==> src/rtl/mem_arbiter.sv <==
// rtl/mem_arbiter.sv - fetch/data arbiter for one unified memory port, one transaction outstanding.
module mem_arbiter #(
    parameter int AW          = 32,
    parameter int MAX_D_BURST = 4
) (
    input  logic          clk,
    input  logic          reset,
    input  logic          i_req,
    input  logic [AW-1:0] i_addr,
    output logic          i_gnt,
    output logic          i_rvalid,
    output logic [31:0]   i_rdata,
    input  logic          d_req,
    input  logic          d_we,
    input  logic [AW-1:0] d_addr,
    input  logic [31:0]   d_wdata,
    input  logic [3:0]    d_be,
    output logic          d_gnt,
    output logic          d_rvalid,
    output logic [31:0]   d_rdata,
    output logic          m_req,
    output logic          m_we,
    output logic [AW-1:0] m_addr,
    output logic [31:0]   m_wdata,
    output logic [3:0]    m_be,
    input  logic          m_gnt,
    input  logic          m_rvalid,
    input  logic [31:0]   m_rdata,
    output logic          busy,
    output logic          spurious
);

    localparam int CW = $clog2(MAX_D_BURST + 1);
    localparam logic [CW-1:0] CNT_MAX = CW'(MAX_D_BURST);

    typedef enum logic [2:0] {
        IDLE   = 3'd0,
        REQ_I  = 3'd1,
        REQ_D  = 3'd2,
        WAIT_I = 3'd3,
        WAIT_D = 3'd4
    } state_t;

    state_t          state;
    state_t          state_nx;
    logic [CW-1:0]   cnt;
    logic            h_we;
    logic [AW-1:0]   h_addr;
    logic [31:0]     h_wdata;
    logic [3:0]      h_be;
    logic            win_i;
    logic            win_d;
    logic            in_wait;

    // Data wins contention unless fetch has already waited out a full data burst.
    assign win_d   = d_req && (!i_req || (cnt != CNT_MAX));
    assign win_i   = i_req && !win_d;
    assign in_wait = (state == WAIT_I) || (state == WAIT_D);
    assign busy    = (state != IDLE);

    always_ff @(posedge clk or negedge reset) begin
        if (!reset) begin
            state <= IDLE;
        end else begin
            state <= state_nx;
        end
    end

    always_comb begin
        state_nx = state;
        case (state)
            IDLE: begin
                if (win_d) begin
                    state_nx = m_gnt ? WAIT_D : REQ_D;
                end else if (win_i) begin
                    state_nx = m_gnt ? WAIT_I : REQ_I;
                end
            end
            REQ_I:   if (m_gnt) state_nx = WAIT_I;
            REQ_D:   if (m_gnt) state_nx = WAIT_D;
            WAIT_I:  if (m_rvalid) state_nx = IDLE;
            WAIT_D:  if (m_rvalid) state_nx = IDLE;
            default: state_nx = IDLE;
        endcase
    end

    always_comb begin
        m_req    = 1'b0;
        m_we     = 1'b0;
        m_addr   = '0;
        m_wdata  = '0;
        m_be     = '0;
        i_gnt    = 1'b0;
        d_gnt    = 1'b0;
        i_rvalid = 1'b0;
        i_rdata  = '0;
        d_rvalid = 1'b0;
        d_rdata  = '0;
        if (reset) begin
            case (state)
                IDLE: begin
                    if (win_d) begin
                        m_req   = 1'b1;
                        m_we    = d_we;
                        m_addr  = d_addr;
                        m_wdata = d_wdata;
                        m_be    = d_be;
                        d_gnt   = m_gnt;
                    end else if (win_i) begin
                        m_req  = 1'b1;
                        m_addr = i_addr;
                        m_be   = 4'hF;
                        i_gnt  = m_gnt;
                    end
                end
                REQ_I, REQ_D: begin
                    m_req   = 1'b1;
                    m_we    = h_we;
                    m_addr  = h_addr;
                    m_wdata = h_wdata;
                    m_be    = h_be;
                    i_gnt   = (state == REQ_I) && m_gnt;
                    d_gnt   = (state == REQ_D) && m_gnt;
                end
                WAIT_I: begin
                    i_rvalid = m_rvalid;
                    i_rdata  = m_rvalid ? m_rdata : '0;
                end
                WAIT_D: begin
                    d_rvalid = m_rvalid;
                    d_rdata  = m_rvalid ? m_rdata : '0;
                end
                default: ;
            endcase
        end
    end

    // Hold registers freeze the winner's request so REQ_x ignores later input changes.
    always_ff @(posedge clk or negedge reset) begin
        if (!reset) begin
            h_we    <= 1'b0;
            h_addr  <= '0;
            h_wdata <= '0;
            h_be    <= '0;
        end else if (state == IDLE) begin
            if (win_d) begin
                h_we    <= d_we;
                h_addr  <= d_addr;
                h_wdata <= d_wdata;
                h_be    <= d_be;
            end else if (win_i) begin
                h_we    <= 1'b0;
                h_addr  <= i_addr;
                h_wdata <= '0;
                h_be    <= 4'hF;
            end
        end
    end

    always_ff @(posedge clk or negedge reset) begin
        if (!reset) begin
            cnt <= '0;
        end else if (d_gnt) begin
            if (!i_req) begin
                cnt <= '0;
            end else if (cnt != CNT_MAX) begin
                cnt <= cnt + CW'(1);
            end
        end else if (i_gnt) begin
            cnt <= '0;
        end
    end

    always_ff @(posedge clk or negedge reset) begin
        if (!reset) begin
            spurious <= 1'b0;
        end else if (m_rvalid && !in_wait) begin
            spurious <= 1'b1;
        end
    end

endmodule

==> config.mk <==
export PLATFORM = sky130hd
export DESIGN_NAME = mem_arbiter
export DESIGN_NICKNAME = d
export VERILOG_FILES = /design/src/rtl/mem_arbiter.sv
export SDC_FILE = /design/constraint.sdc
export NUM_CORES = 1
export LEC_CHECK = 0
export CAP_MARGIN = 20
export CORE_UTILIZATION = 38
export CTS_CLUSTER_DIAMETER = 120
export DETAILED_ROUTE_END_ITERATION = 7
export PLACE_DENSITY = 0.83
export SYNTH_ARGS = -nofsm -noshare
export SYNTH_HDL_FRONTEND = slang
export SYNTH_SLANG_ARGS = --single-unit
export TNS_END_PERCENT = 50
==> constraint.sdc <==
create_clock -name clk -period 3.4 [get_ports clk]
set_clock_uncertainty 0.15 [all_clocks]
set_input_delay 0.34 -clock clk [delete_from_list [all_inputs] [get_ports clk]]
set_output_delay 0.34 -clock clk [all_outputs]
set_load 0.03 [all_outputs]
=== Yosys cells after proc, flatten, opt, wreduce, memory -nomap -nowiden ===
Cells that the tools add are included.

* Reduce and logical (&&, ||, !) cells: 19
* Add/subtract/negate cells: 1
* Mux-type cells: 54
* Equal/unequal tests: 10

{| class="wikitable"
|+ Operators with widths
! kind !! count
|-
| 32-bit 2-to-1 mux || 14
|-
| 32-bit one-hot mux with 2 select lines || 2
|-
| 3-bit 2-to-1 mux || 10
|-
| 4-bit 2-to-1 mux || 5
|-
| 1-bit 2-to-1 mux || 16
|-
| 3-bit one-hot mux with 4 select lines || 1
|-
| 1-bit one-hot mux with 2 select lines || 4
|-
| 4-bit one-hot mux with 2 select lines || 1
|-
| 3-bit by 2-bit == test with 1-bit output (second input constant) || 2
|-
| 3-bit inequality test (second input constant) || 2
|-
| 1-bit logical AND || 5
|-
| 2-bit inequality test (second input constant) || 2
|-
| 2-bit AND reduction || 2
|-
| 4-bit AND reduction || 1
|-
| 2-bit nonzero test || 2
|-
| 2-bit OR reduction || 2
|-
| 3-bit by 1-bit adder with 3-bit output (second input constant) || 1
|-
| 3-bit by 1-bit == test with 1-bit output (second input constant) || 1
|-
| 3-bit == test (second input constant) || 1
|-
| 1-bit logical NOT || 3
|-
| 3-bit logical NOT || 1
|-
| 3-bit by 2-bit inequality test with 1-bit output (second input constant) || 1
|-
| 3-bit nonzero test || 1
|-
| 1-bit logical OR || 2
|-
| 2 further kinds || 2
|}

* Input port bits: 139
* Word-level logic and storage cells: 91
* Output and inout bits: 140
* Bits in registers: 76

=== Longest topological paths before layout ===
* Depth in word-level cells: 11
* Gate-level depth with buffers: 11
* Depth with buffers taken out: 10

=== Worst setup path after synthesis ===
OpenSTA, ideal clock, no wires.

* Path type: flip-flop to flip-flop
* From: reg cnt[0]
* To: reg cnt[0]
* Buffers on the path: 1
* Setup slack: 0.443 ns
* Data required time: 3.129 ns
* Setup time: 0.121 ns
* Cell stages (with the launch flop): 12
* Arrival: 2.686 ns
* Clock period less this slack: 2.957 ns
* Cell sequence: dfrtp_1 -> inv_1 -> ha_1 -> nand3_1 -> nand2_2 -> inv_2 -> buf_1 -> ha_1 -> mux2i_1 -> nor3_1 -> o2bb2ai_1 -> a22o_1

* Elaborated cells between the ends (all ways): 19
* Those cells by class: 1 x add/sub; 2 x eq/ne; 10 x mux; 6 x reduce/logical

{| class="wikitable"
|+ RTL lines
! element !! line !! source
|-
| start, declared || 46 || <nowiki>logic [CW-1:0] cnt;</nowiki>
|-
| start signal, assigned || 167 || <nowiki>cnt <= cnt + CW'(1);</nowiki>
|-
| 3-bit inequality test (*) || 56 || <nowiki>assign win_d = d_req && (!i_req || (cnt != CNT_MAX));</nowiki>
|-
| 1-bit logical OR (*) || 56 ||
|-
| 1-bit logical AND (*) || 56 ||
|-
| 1-bit 2-to-1 mux (*) || 102 || <nowiki>if (win_d) begin</nowiki>
|-
| 1-bit one-hot mux with 2 select lines (*) || 100 || <nowiki>case (state)</nowiki>
|-
| 1-bit 2-to-1 mux (*) || 99 || <nowiki>if (reset) begin</nowiki>
|-
| named net d_gnt || 18 || <nowiki>output logic d_gnt,</nowiki>
|-
| 3-bit by 2-bit inequality test with 1-bit output (no line) or 2-bit nonzero test (tied branches) || -- ||
|-
| 2-bit AND reduction (no line) || -- ||
|}

Mark *: on every way through the listed nets, which the timed path passes. The rest lies on a longest branch. The select of a mux whose other input is x is not followed.
A chain may end at the register's enable or synchronous reset.

=== Final worst setup path ===
* From: in reset
* To: out m_addr[30]

* Longest elaborated chain between the ends: 1

{| class="wikitable"
|+ Ends and longest elaborated chain
! element !! line !! source
|-
| start, declared || 7 || <nowiki>input logic reset,</nowiki>
|-
| 32-bit 2-to-1 mux || 99 ||
|-
| end, declared || 23 || <nowiki>output logic [AW-1:0] m_addr,</nowiki>
|}

Every way passes these cells.

==> impl_metrics.toml <==
[pwr]
powerDensity_nw_per_um2 = 754.1
ir_worst_vdd_mv = 0.6036
p_leak_nw = 3.473

[sta]
period_needed_ns = 3.197
finalHoldViolCount = 0
setup_ws_ns = 0.2030
tns_ns = 0
post-route-period-util_pct = 94.03
setup_viol = 0
max_freq_mhz = 312.8
slew_headroom_pct = 36.69
rsz0062_at_grt = "no"
report.final.slew_viol_count = 0
tightest_slew_ns = 0.9496

[clock_network]
cts.root.buffer_cell = "clkbuf_16"
clk_pin_slew_ns = 0.06
cts_tree = "built"
clockBufferDepth = 2
clock_latency_ns = 0.32
cts_sinks = 76
h-tree-depth = 3
cts_made_buffers = 9

[floorplan]
rows = 39
die_area_um2 = 12570
io_pins = 279
core_um2 = 11610
die_h_um = 112.1
initial_core_util_pct = 39.67
die_x_um = 112.1

[synthesis]
yosys.area.top_type = "dfrtp_1"
synthTopCellsByCount = "a22o_1 (127), dfrtp_1 (76), and2_1 (66), mux2_2 (22), nand2_1 (16)"
async_reset_ff_share_pct = 100.0
synth_top_area_share_pct = 41.28
synth_seq_cells = 76
synthCells = 423
yosys-top-cells-area = "dfrtp_1 (41%), a22o_1 (24%), and2_1 (9.0%), mux2_2 (5.4%), mux2_4 (4.9%)"
yosysUniqueCellTypes = 42
synth_edf_count = 0
synth.most_common_cell = "a22o_1"
seq_area_frac_synth_pct = 41.28
synthesis.nets = 565
syn_avg_cell_area_um2 = 10.89
netlist_area_um2 = 4607
synth_top_flop_cell = "dfrtp_1"
yosys_warnings = 0

[global_route]
grt_pass1_wl_mm = 24.09
antenna_found_initial = 0
grt_pass1_vias = 4463
gr-total-overflow = 0
grt_max_degree = 76
grt_use_total_pct = 24.20

[setup_path]
r2r_end = "h_addr[26]"
crit_required_ns = 2.91
ff2ff_setup_slack_ns = 0.98
path_max_fanout = 7
reg2reg_from = "state[0]"
endpoint_kind = "output port"
critPathLaunchType = "input port"
crit_arrival_ns = 2.71
reg2reg_depth = 6
crit_type = "input port to output port"

[drt]
avgViaCountPerCell = 5.422
drc = 13
ant_nets = 0
wl_per_cell_um = 18.46
firstDrtPassIters = 7
vias = 4544
dr.first_iter.drc_count = 286
finalWirelength_mm = 15.47

[job]
cap_violations = 0

[final_layout]
ff_latch_area_um2 = 1902
final_cells = 838
antennaDiodeCount = 0
nets = 833
area_growth_pct = 66.76
drive_above_1_share_pct = 26.91
fillers = 940
multi_input_area_um2 = 2497

[placement]
dp.cells = 819
numPortBuffers = 278
dpl.hpwl_mm = 11.61
pre_cts_slack_ns = 0.2072
gp_congestion = 0.9105

[outcome]
run_status = "finished, violations left"
violations = "DRC"

[hold_path]
hold_class = "input port to async pin"
[final cells by class]
cell class	count	area share (%)
Clock buffer	9	2.932
Clock inverter	6	0.8469
Inverter	5	0.2443
Multi-Input combinational cell	304	32.51
Sequential cell	76	24.76
Tap cell	143	2.329
Timing Repair Buffer	295	36.38
[how the worst max path moves through the flow]
| stage | from | endpoint | slack (ns) |
|---|---|---|---|
| floorplan | cnt[0] | cnt[0] | 0.44 |
| global placement | i_req | m_wdata[30] | 0.38 |
| detailed placement | i_req | m_wdata[2] | 0.21 |
| CTS | reset | m_addr[30] | 0.005 |
| global route | reset | m_addr[30] | 0.11 |
| finish | reset | m_addr[30] | 0.20 |
[registers in the layout, indices dropped and copies added (netlist names)]
register and count:
h_addr 32, cnt 3, spurious 1, h_be 4, h_wdata 32, h_we 1
state 3
[routing by layer]
| metal | track usage (%) | wire length, µm |
|---|---|---|
| met1 | 31.98 | 6497 |
| met2 | 40.33 | 7733 |
| met3 | 4.590 | 903 |
| met4 | 7.378 | 332 |
| met5 | 0 | 0 |
[logic make-up after synthesis]
kind of cell / share of synthesized area, %
fa+ha+maj: 0.8149
compound gates: 27.35
flops: 41.28
simple gates: 14.80
mux: 10.70
buf+inv: 4.861
xor+xnor: 0.1901
[power by group]
part	internal (mW)	leakage (nW)	total, mW	switching, mW
Combinational	1.47	2.39	3.27	1.79
Clock	0.565	0.142	0.933	0.367
Sequential	1.31	0.944	1.59	0.280
Total	3.35	3.47	5.79	2.44
[through the flow]
stage	hold slack [ns]	utilization [%]	area [µm²]	power, mW
finish	0.2775	66.15	7682	5.793
global route	0.2876	66.15	7682	6.112
CTS	0.2818	65.78	7640	5.791
detailed placement	-0.001088	63.20	7340	4.833
global placement	-0.001877	63.20	7340	4.738
floorplan	-0.1056	-	4607	3.692
[repair_timing]
action                                 4_1_cts  5_1_grt
hold buffers                                 1        0
setup endpoints to repair                    0        1
buffers inserted                             0        2
endpoints found under the hold margin        1        0
resized for setup                            0        0
[cell usage in the layout (no fill, tap or decap), drive strengths merged, types with 9 or more instances in the layout]
cell,n
a21oi,10
a22o,127
and2,66
buf,121
clkbuf,9
clkdlybuf4s50,173
dfrtp,76
mux2,37
nand2,17
nor2,12
[worst max-delay path, stage by stage]
cell and delay [ns]:
dlygate4sd3_1 0.57, buf_4 0.17, nand2b_4 0.09, nand2b_1 0.34, nor3_4 0.34, a22o_1 0.18
clkdlybuf4s50_1 0.68
Power figures use the tool's default switching activity.
